===== src/rtl/wb_pkg.sv =====
// Shared constants and types for the write-back arbiter.
//   DATA_W / ADDR_W / NREGS : register-file geometry (8 x 16, R0 writable)
//   LQ_DEPTH                : load-return FIFO depth (power of two)
//   STARVE_MAX              : ALU wins a queued load may lose before alu_hold
//   wb_src_e                : which source feeds the write port this cycle
//   ld_entry_t              : one queued load return
package wb_pkg;
    localparam int DATA_W     = 16;
    localparam int ADDR_W     = 3;
    localparam int NREGS      = 8;
    localparam int LQ_DEPTH   = 2;
    localparam int STARVE_MAX = 4;
    localparam int AGE_W      = (STARVE_MAX > 1) ? $clog2(STARVE_MAX) : 1;

    typedef enum logic [1:0] {
        SRC_NONE = 2'd0,
        SRC_ALU  = 2'd1,
        SRC_LQ   = 2'd2,
        SRC_BYP  = 2'd3
    } wb_src_e;

    typedef struct packed {
        logic [ADDR_W-1:0] rd;
        logic [DATA_W-1:0] data;
    } ld_entry_t;

    localparam int LD_ENTRY_W = ADDR_W + DATA_W;

    // One-hot register mask, all zero when en is low.
    function automatic logic [NREGS-1:0] reg_mask(input logic [ADDR_W-1:0] rd,
                                                  input logic              en);
        logic [NREGS-1:0] one;
        one = NREGS'(1);
        reg_mask = en ? (one << rd) : '0;
    endfunction
endpackage


===== src/rtl/wb_arbiter_chk.sv =====
// Protocol checks for the write-back arbiter (simulation only).
//   alu_valid_i must stay low while alu_hold_i is high.
//   An issue to a register must not find it busy, unless that register is
//   being committed on the same edge.
module wb_arbiter_chk
    import wb_pkg::*;
(
    input logic              clk_i,
    input logic              rst_n_i,
    input logic              alu_valid_i,
    input logic              alu_hold_i,
    input logic              issue_valid_i,
    input logic [ADDR_W-1:0] issue_rd_i,
    input logic [NREGS-1:0]  busy_i,
    input logic              reg_write_i,
    input logic [ADDR_W-1:0] wr_rd_i
);
    a_no_alu_under_hold: assert property (
        @(posedge clk_i) disable iff (!rst_n_i) !(alu_valid_i && alu_hold_i));

    a_no_issue_to_busy: assert property (
        @(posedge clk_i) disable iff (!rst_n_i)
        !(issue_valid_i && busy_i[issue_rd_i] && !(reg_write_i && (wr_rd_i == issue_rd_i))));
endmodule


===== src/rtl/wb_ld_fifo.sv =====
// Small synchronous FIFO for load returns that lost write-port arbitration.
//   clk, rst_n      : clock, async active-low reset (resets to empty)
//   push_i, din_i   : write an entry (ignored when full)
//   pop_i, dout_o   : drop the head entry (ignored when empty); dout_o = head
//   full_o, empty_o : occupancy flags, purely from registered state
module wb_ld_fifo #(
    parameter int W     = 19,
    parameter int DEPTH = 2
) (
    input  logic         clk,
    input  logic         rst_n,
    input  logic         push_i,
    input  logic [W-1:0] din_i,
    input  logic         pop_i,
    output logic [W-1:0] dout_o,
    output logic         full_o,
    output logic         empty_o
);
    localparam int IDX_W = (DEPTH > 1) ? $clog2(DEPTH) : 1;
    localparam int CNT_W = $clog2(DEPTH + 1);

    logic [W-1:0]     mem_q [DEPTH];
    logic [IDX_W-1:0] wr_idx_q;
    logic [IDX_W-1:0] rd_idx_q;
    logic [CNT_W-1:0] cnt_q;
    logic             do_push_s;
    logic             do_pop_s;

    assign full_o    = (cnt_q == CNT_W'(DEPTH));
    assign empty_o   = (cnt_q == '0);
    assign do_push_s = push_i && !full_o;
    assign do_pop_s  = pop_i && !empty_o;
    assign dout_o    = mem_q[rd_idx_q];

    // Storage, pointers and occupancy; indices wrap naturally for power-of-two depth.
    always_ff @(posedge clk or negedge rst_n) begin
        if (!rst_n) begin
            for (int i = 0; i < DEPTH; i++) begin
                mem_q[i] <= '0;
            end
            wr_idx_q <= '0;
            rd_idx_q <= '0;
            cnt_q    <= '0;
        end else begin
            if (do_push_s) begin
                mem_q[wr_idx_q] <= din_i;
                wr_idx_q        <= wr_idx_q + IDX_W'(1);
            end
            if (do_pop_s) begin
                rd_idx_q <= rd_idx_q + IDX_W'(1);
            end
            case ({do_push_s, do_pop_s})
                2'b10:   cnt_q <= cnt_q + CNT_W'(1);
                2'b01:   cnt_q <= cnt_q - CNT_W'(1);
                default: cnt_q <= cnt_q;
            endcase
        end
    end
endmodule


===== src/rtl/wb_arbiter.sv =====
// Write-back arbiter and pending-write scoreboard for the 8x16 register file.
//   issue_valid/issue_rd         : destination issued this cycle (sets busy)
//   alu_valid/alu_rd/alu_data    : ALU result, always accepted, highest priority
//   ld_valid/ld_rd/ld_data       : load return, accepted when ld_ready
//   ld_ready                     : load FIFO not full
//   alu_hold                     : upstream must keep alu_valid low next cycle
//   reg_write/wr_rd/write_data   : registered register-file write port
//   busy                         : per-register write-pending bits
module wb_arbiter
    import wb_pkg::*;
(
    input  logic              clk,
    input  logic              rst_n,
    input  logic              issue_valid,
    input  logic [ADDR_W-1:0] issue_rd,
    input  logic              alu_valid,
    input  logic [ADDR_W-1:0] alu_rd,
    input  logic [DATA_W-1:0] alu_data,
    input  logic              ld_valid,
    input  logic [ADDR_W-1:0] ld_rd,
    input  logic [DATA_W-1:0] ld_data,
    output logic              ld_ready,
    output logic              alu_hold,
    output logic              reg_write,
    output logic [ADDR_W-1:0] wr_rd,
    output logic [DATA_W-1:0] write_data,
    output logic [NREGS-1:0]  busy
);
    localparam logic [AGE_W-1:0] AGE_LAST = AGE_W'(STARVE_MAX - 1);

    wb_src_e           src_s;
    ld_entry_t         head_s;
    ld_entry_t         ld_in_s;
    logic              fifo_full_s;
    logic              fifo_empty_s;
    logic              push_s;
    logic              pop_s;
    logic [AGE_W-1:0]  age_q, age_d;
    logic              alu_hold_q, alu_hold_d;
    logic [NREGS-1:0]  busy_q, busy_d;
    logic              reg_write_q, reg_write_d;
    logic [ADDR_W-1:0] wr_rd_q, wr_rd_d;
    logic [DATA_W-1:0] write_data_q, write_data_d;

    assign ld_in_s  = '{rd: ld_rd, data: ld_data};
    assign ld_ready = !fifo_full_s;

    wb_ld_fifo #(.W(LD_ENTRY_W), .DEPTH(LQ_DEPTH)) u_fifo (
        .clk     (clk),
        .rst_n   (rst_n),
        .push_i  (push_s),
        .din_i   (ld_in_s),
        .pop_i   (pop_s),
        .dout_o  (head_s),
        .full_o  (fifo_full_s),
        .empty_o (fifo_empty_s)
    );

    // Source selection: ALU, then queued head, then bypass of an incoming load.
    always_comb begin
        src_s = SRC_NONE;
        if (alu_valid) begin
            src_s = SRC_ALU;
        end else if (!fifo_empty_s) begin
            src_s = SRC_LQ;
        end else if (ld_valid) begin
            src_s = SRC_BYP;
        end else begin
            src_s = SRC_NONE;
        end
    end

    // A load is queued only when accepted and not already taking the bypass path.
    assign push_s = ld_valid && !fifo_full_s && (src_s != SRC_BYP);
    assign pop_s  = (src_s == SRC_LQ);

    // Next write-port contents; address/data hold their last value when idle.
    always_comb begin
        reg_write_d  = 1'b0;
        wr_rd_d      = wr_rd_q;
        write_data_d = write_data_q;
        case (src_s)
            SRC_ALU: begin
                reg_write_d  = 1'b1;
                wr_rd_d      = alu_rd;
                write_data_d = alu_data;
            end
            SRC_LQ: begin
                reg_write_d  = 1'b1;
                wr_rd_d      = head_s.rd;
                write_data_d = head_s.data;
            end
            SRC_BYP: begin
                reg_write_d  = 1'b1;
                wr_rd_d      = ld_rd;
                write_data_d = ld_data;
            end
            default: begin
                reg_write_d = 1'b0;
            end
        endcase
    end

    // Starvation tracking: age counts ALU wins over a waiting head; the win
    // that finds age at its last value raises alu_hold, which a pop drops.
    always_comb begin
        age_d      = age_q;
        alu_hold_d = alu_hold_q;
        if (fifo_empty_s || pop_s) begin
            age_d      = '0;
            alu_hold_d = 1'b0;
        end else if (src_s == SRC_ALU) begin
            if (age_q == AGE_LAST) begin
                alu_hold_d = 1'b1;
            end else begin
                age_d = age_q + AGE_W'(1);
            end
        end else begin
            age_d      = age_q;
            alu_hold_d = alu_hold_q;
        end
    end

    // Scoreboard: the commit being written clears, a new issue sets; set wins.
    always_comb begin
        busy_d = (busy_q & ~reg_mask(wr_rd_q, reg_write_q)) | reg_mask(issue_rd, issue_valid);
    end

    // State and output registers.
    always_ff @(posedge clk or negedge rst_n) begin
        if (!rst_n) begin
            age_q        <= '0;
            alu_hold_q   <= 1'b0;
            busy_q       <= '0;
            reg_write_q  <= 1'b0;
            wr_rd_q      <= '0;
            write_data_q <= '0;
        end else begin
            age_q        <= age_d;
            alu_hold_q   <= alu_hold_d;
            busy_q       <= busy_d;
            reg_write_q  <= reg_write_d;
            wr_rd_q      <= wr_rd_d;
            write_data_q <= write_data_d;
        end
    end

    assign alu_hold   = alu_hold_q;
    assign busy       = busy_q;
    assign reg_write  = reg_write_q;
    assign wr_rd      = wr_rd_q;
    assign write_data = write_data_q;

    wb_arbiter_chk u_chk (
        .clk_i         (clk),
        .rst_n_i       (rst_n),
        .alu_valid_i   (alu_valid),
        .alu_hold_i    (alu_hold_q),
        .issue_valid_i (issue_valid),
        .issue_rd_i    (issue_rd),
        .busy_i        (busy_q),
        .reg_write_i   (reg_write_q),
        .wr_rd_i       (wr_rd_q)
    );
endmodule


===== config.mk =====
export PLATFORM = sky130hd
export DESIGN_NAME = wb_arbiter
export DESIGN_NICKNAME = d
export VERILOG_FILES = /design/src/rtl/wb_pkg.sv /design/src/rtl/wb_arbiter_chk.sv /design/src/rtl/wb_ld_fifo.sv /design/src/rtl/wb_arbiter.sv
export SDC_FILE = /design/constraint.sdc
export NUM_CORES = 1
export LEC_CHECK = 0
export ABC_AREA = 1
export ABC_CLOCK_PERIOD_IN_PS = 2680
export BUFFER_PORTS_ARGS = -buffer_cell sky130_fd_sc_hd__buf_4
export CORE_MARGIN = 2
export CORE_UTILIZATION = 41
export DETAILED_ROUTE_END_ITERATION = 12
export PLACE_DENSITY = 0.59
export SETUP_SLACK_MARGIN = 0.05
export SYNTH_ARGS = -nofsm -noshare
export SYNTH_HDL_FRONTEND = slang
export SYNTH_HIERARCHICAL = 1
export SYNTH_SLANG_ARGS = --single-unit

===== constraint.sdc =====
create_clock -name clk -period 2.68 [get_ports clk]
set_clock_uncertainty 0.15 [all_clocks]
set_input_delay 0.536 -clock clk [delete_from_list [all_inputs] [get_ports clk]]
set_output_delay 0.536 -clock clk [all_outputs]
set_load 0.05 [all_outputs]

==> results of run 1 <==
cell type report:
type / instances / area, µm² / share of cell area
Clock buffer: 11 / 151 / 0.0332
Multi-Input combinational cell: 366 / 1650 / 0.361
Tap cell: 108 / 135 / 0.0296
Timing Repair Buffer: 89 / 681 / 0.149
Inverter: 23 / 86.3 / 0.0189
Sequential cell: 73 / 1830 / 0.400
Clock inverter: 5 / 37.5 / 0.00823
how the worst min path moves through the flow:
stage | start | endpoint | slack, ns | depth (start not counted)
after floorplan | rst_n | age_q[0] | 0.09 | 0
after global placement | u_fifo/mem_q[24] | u_fifo/mem_q[24] | 0.30 | 2
after detailed placement | u_fifo/mem_q[35] | u_fifo/mem_q[35] | 0.31 | 2
after CTS | rst_n | write_data[3] | 0.06 | 1
after global routing | rst_n | write_data[3] | 0.09 | 1
final | rst_n | write_data[3] | 0.04 | 1
registers in the layout, indices dropped and copies added (netlist names), 2 cells and up:
| register | flops |
|---|---|
| busy | 8 |
| u_fifo/mem_q | 38 |
| wr_rd | 3 |
| age_q | 2 |
| write_data | 16 |
| u_fifo/cnt_q | 2 |
worst max-delay path, delay by kind of cell, from the launching register on:
kind,cells,cell delay (ns)
AND/OR/NAND/NOR,7,0.95
buffers and inverters,4,0.69
flip-flops,1,0.41
where the power goes:
| part | switching, W | total, W | internal [W] |
|---|---|---|---|
| clock | 0.000444 | 0.000836 | 0.000392 |
| sequential | 0.000299 | 0.00191 | 0.00161 |
| combinational | 0.00203 | 0.00290 | 0.000870 |
placed cells by master (no fill, tap or decap), drive strengths merged:
| cell | count |
|---|---|
| nand2 | 255 |
| buf | 89 |
| dfrtp | 73 |
| nand4 | 60 |
| nand3 | 25 |
| inv | 25 |
| o21ai | 18 |
| clkbuf | 11 |
| nor2 | 3 |
| ha | 2 |
| clkinvlp | 2 |
| nor3 | 2 |
| clkinv | 1 |
| xnor2 | 1 |
routing by layer:
metal / vias up / share of wire / wire [µm] / GRT usage
met5: - / 0 / 0 / 0
met4: 0 / 0.014 / 149 / 0.0685
met3: 15 / 0.065 / 684 / 0.0302
met2: 145 / 0.47 / 4970 / 0.365
met1: 1646 / 0.45 / 4690 / 0.303
li1: 1747 / - / - / -
per-stage QoR:
| step | hold WS [ns] | std cells | setup slack (ns) | total power, W |
|---|---|---|---|---|
| 6_report | 0.0387 | 675 | 0.362 | 0.00565 |
| 5_1_grt | 0.0860 | 675 | 0.193 | 0.00606 |
| 4_1_cts | 0.0562 | 675 | 0.408 | 0.00567 |
| 3_5_place_dp | 0.309 | 659 | 0.456 | 0.00483 |
| 3_3_place_gp | 0.304 | 659 | 0.534 | 0.00477 |
| 2_1_floorplan | 0.0904 | 495 | 0.494 | 0.00399 |
logic make-up after synthesis:
group           after synthesis  share of synthesized area
fa+ha+maj                     2                    0.00667
xor+xnor                      1                    0.00234
simple gates                345                      0.404
flops                        73                      0.487
buf+inv                      56                     0.0754
compound gates               18                     0.0240
==> flow_summary.yaml, run 1 <==
yosys:
  synth_most_common_cell: "nand2_1"
  synth_seq_cells: 73
  synth_area_leaders: "dfrtp_1, nand2_1, nand4_1"
  yosys.cell_types.count: 21
  postSynthCellCount: 495
  yosysTopAreaCell: "dfrtp_1"
  post_synthesis_cell_area_mm2: 0.00375
  synth_fp_nets: 543
  ys.flop_type: "dfrtp_1"
  asyncSetResetFlopFracSynth: 1.00
  area_share_of_the_leading_cell_type_in_the_synthesized_netlist: 0.487
  synthesis.area_per_instance_um2: 7.58
  synth_edf_count: 0
  synthesis.yosys.warnings: 6
  sequential_cell_area_fraction_in_the_yosys_report: 0.487
  synth_commonest_cells: "nand2_1, dfrtp_1, nand4_1, nand3_1, inv_1"
floorplanning:
  initial_utilization: 0.426
  placement_rows: 34
  core_mm2: 0.00881
  fp.dieArea_mm2: 0.00993
  fp.dieW_um: 99.6
  floorplan.die.height_um: 99.6
  num_io_pins: 76
final_layout:
  layout.cell_area.non_filler_mm2: 0.00456
  fill_cells: 892
  nNetsFinal: 610
  growth_of_design_area_from_synthesis_to_finish_pct: 21.7
  postLayoutCoreUtil: 0.518
  drive_gt1_frac: 0.203
  antenna_cells_inserted: 0
route:
  detailedRoute.firstPassIterationCount: 4
  number_of_antenna_violating_nets_in_the_routed_design: 0
  total_via_count_in_the_routed_design: 3553
  vias_per_cell: 5.26
  drt_drc_violations_left: 0
  drtIter0Drc: 204
  wirelength_um: 10500
  wl_per_cell_um: 15.5
clock_network:
  cts_num_sinks: 73
  cts_inserted_buffers: 9
  max-clock-path-buffers: 2
  cts_tree: "yes"
  clk-insertion-delay-late_ns: 0.35
  number_of_levels_the_h_tree_was_split_into: 3
  post_cts_repair_resize_count: 0
  cts_root_buf: "clkbuf_8"
  worst_path_clk_slew_ns: 0.08
  cts_hold_buffers: 0
  post_cts_buffers: 0
status:
  status: "finished clean"
global_routing:
  grt_usage: 0.221
  grt_antenna_before_repair: 0
  grt_start_max_net_pins: 44
  first_global_vias: 3482
  globalRoute.totalOverflow: 0
  first_pass_grt_wire_length_um: 17300
placed_design:
  placement.io_buffers: 75
  place_area_mm2: 0.00437
  detailedPlacementHpwl_um: 6950
  gpl.final_weighted_congestion: 0.816
min_path:
  hold_path.class: "in -> async"
flow_run:
  maxCapViolations: 0
sta:
  period_share: 0.865
  tns_ns: 0
  period_needed_ns: 2.32
  grt_setup_unrepaired: "no"
  tightest_slew_ns: 0.698
  timing_max_transition_violations_final: 0
  count_of_endpoints_failing_hold_in_the_final_timing_report: 0
  setup_violations: 0
  max_clock_freq_ghz: 0.431
  slew_headroom: 0.534
setup_path:
  timing.critical_path.slowest_cell_delay_ns: 0.41
  critPathRequiredTime_ns: 2.77
  worst_r2r_startpoint: "u_fifo/cnt_q[1]"
  timing.rr.end: "u_fifo/mem_q[3]"
  worst_path_most_repeated_cell: "nand2_1"
  critical_path.cell_chain: "inv_1, nand2_1, inv_1, nand2_1, buf_4, nor2_1, nor3_2, buf_4, nand3_4, nand2_1, nand2_1"
  worst-r2r-cell-count: 11
  regToRegSetupSlack_ns: 0.36
  worstPathMaxFanout: 25
  worst_setup_startpoint: "u_fifo/cnt_q[1]"
  worstSetupEndpointType: "register"
  timing.critical_path.to: "u_fifo/mem_q[3]"
  critPathLaunchType: "register"
  timing_worst_setup_path_type: "reg -> reg"
  worst_ep_arrival_time_ns: 2.41
  timing.critical_path.slowest_stage_cell: "dfrtp_1"
power_and_ir_drop:
  power.ir.vdd_worst_mv: 0.481
  p_leak_nw: 2.47
  pwr_density_cell_mw_per_mm2: 1240
Note: power is estimated with default switching activity, not from simulation.
==> inputs of run 2 (changes only) <==
PLACE_DENSITY = 0.65   (was 0.59)
==> run 2 against run 1 <==
  * Die area unchanged
  * Count of clock-buffer cells in the layout unchanged
  * Largest cell class unchanged
  * Core utilization up 0.23 points
  * Total power up 2.6%
==> flow_summary.yaml, run 2 (same netlist as run 1, synthesis figures left out) <==
route:
  detailedRoute.firstPassIterationCount: 5
  vias_per_cell: 5.39
  drt_drc_violations_left: 0
  number_of_antenna_violating_nets_in_the_routed_design: 0
  wl_per_cell_um: 15.6
  total_via_count_in_the_routed_design: 3632
  drtIter0Drc: 267
  wirelength_um: 10500
power_and_ir_drop:
  swShare: 0.476
  comb_power_share: 0.503
  cell_internal_pwr_w: 0.00304
  p_leak_nw: 2.49
  pwr_density_cell_mw_per_mm2: 1260
  share_clk_of_total_power: 0.170
  pwr-share-seq: 0.327
  switch_pwr_w: 0.00276
  power.ir.vdd_worst_mv: 0.535
  power.total_w: 0.00579
setup_path:
  critPathRequiredTime_ns: 2.77
  worstPathMaxFanout: 20
  timing.rr.end: "u_fifo/cnt_q[1]"
  worst-r2r-cell-count: 14
  timing.critical_path.to: "u_fifo/cnt_q[1]"
  regToRegSetupSlack_ns: 0.51
  worst_ep_arrival_time_ns: 2.26
  critPathLaunchType: "register"
  worst_r2r_startpoint: "u_fifo/cnt_q[1]"
  worst_setup_startpoint: "u_fifo/cnt_q[1]"
  timing_worst_setup_path_type: "reg -> reg"
  worstSetupEndpointType: "register"
clock_network:
  cts_hold_buffers: 0
  cts_inserted_buffers: 9
  max-clock-path-buffers: 2
  post_cts_buffers: 0
  cts_root_buf: "clkbuf_8"
  cts_tree: "yes"
  worst_path_clk_slew_ns: 0.08
  post_cts_repair_resize_count: 0
  clk-insertion-delay-late_ns: 0.34
  number_of_levels_the_h_tree_was_split_into: 3
  cts_num_sinks: 73
global_routing:
  grt_usage: 0.225
  first_pass_grt_wire_length_um: 17800
  grt_antenna_before_repair: 0
  first_global_vias: 3625
  globalRoute.totalOverflow: 0
  grt_start_max_net_pins: 42
placed_design:
  placement.io_buffers: 75
  gpl.final_weighted_congestion: 0.859
  detailedPlacementHpwl_um: 7030
floorplanning:
  placement_rows: 34
  fp.dieW_um: 99.6
  floorplan.die.height_um: 99.6
  fp.dieArea_mm2: 0.00993
  core_mm2: 0.00881
  num_io_pins: 76
  initial_utilization: 0.426
sta:
  max_clock_freq_ghz: 0.461
  count_of_endpoints_failing_hold_in_the_final_timing_report: 0
  slew_headroom: 0.496
  period_share: 0.809
  grt_setup_unrepaired: "no"
  whs_ns: 0.0142
  period_needed_ns: 2.17
  setup_violations: 0
  tns_ns: 0
  timing_max_transition_violations_final: 0
  tightest_slew_ns: 0.755
final_layout:
  antenna_cells_inserted: 0
  multiInputGateArea_mm2: 0.00165
  fill_cells: 898
  layout_commonest_cell: "nand2_1"
  mostFrequentLayoutCells: "nand2_1, buf_4, dfrtp_1"
  max_reg_flops: 38
  registers.top_by_ff_count: "u_fifo/mem_q"
  nNetsFinal: 609
  register_area_mm2: 0.00183
  growth_of_design_area_from_synthesis_to_finish_pct: 22.2
  drive_gt1_frac: 0.201
  postLayoutCoreUtil: 0.520
min_path:
  hold_path.class: "in -> async"
flow_run:
  maxCapViolations: 0
status:
  status: "finished clean"
==> run 2: changes by cell type in the layout (fill, tap and decap cells not counted) <==
cell / change
bufinv_16: +2
buf_12: -1
inv_6: -2
clkinv_2: +1
clkinvlp_4: -1
==> run 2: worst min path at each step <==
stage | startpoint | end | slack [ns] | cells after the start
finish | rst_n | write_data[3] | 0.01 | 1
CTS | rst_n | u_fifo/mem_q[4] | 0.04 | 1
floorplan | rst_n | age_q[0] | 0.09 | 0
detailed placement | u_fifo/mem_q[21] | u_fifo/mem_q[21] | 0.31 | 2
global placement | u_fifo/mem_q[22] | u_fifo/mem_q[22] | 0.30 | 2
global route | rst_n | write_data[3] | 0.04 | 1
==> run 2: final cells by class <==
| type | instances | area share |
|---|---|---|
| clock buffer | 11 | 0.0330 |
| clock inverter | 5 | 0.0169 |
| inverter | 23 | 0.0188 |
| multi-input combinational | 366 | 0.359 |
| sequential | 73 | 0.399 |
| tap | 108 | 0.0295 |
| timing repair buffer | 88 | 0.144 |
==> run 2: through the flow <==
stage               setup slack [ns]  area [µm²]  cells
finish                         0.513        4580    674
global route                   0.261        4580    674
CTS                            0.517        4580    674
detailed placement             0.540        4350    658
global placement               0.602        4350    658
floorplan                      0.494        3750    495
==> run 2: critical path: stages, from the launching register on <==
cell     delay, ns
dfrtp_1       0.42
inv_1         0.10
nand2_1       0.08
inv_1         0.12
nand2_1       0.08
buf_4         0.21
nand3_2       0.12
inv_1         0.07
nand2_1       0.09
inv_1         0.05
ha_1          0.30
inv_1         0.09
nand3_1       0.07
nand2_1       0.06
nand2_1       0.04
==> run 2: power by group through the flow <==
stage / Clock [W] / Sequential (W) / Combinational [W]
global route: 0.00106 / 0.00196 / 0.00321
floorplan: 0 / 0.00255 / 0.00144
detailed placement: 0 / 0.00191 / 0.00290
global placement: 0 / 0.00190 / 0.00285
CTS: 0.00101 / 0.00189 / 0.00291
finish: 0.000987 / 0.00189 / 0.00291
==> run 2: metal layers <==
metal | wire, µm | GRT usage | up-vias | part of all wire
met4 | 168 | 0.0759 | 0 | 0.016
met5 | 0 | 0 | - | 0
met3 | 667 | 0.0379 | 13 | 0.063
met2 | 4930 | 0.360 | 141 | 0.47
met1 | 4780 | 0.311 | 1738 | 0.45
li1 | - | - | 1740 | -
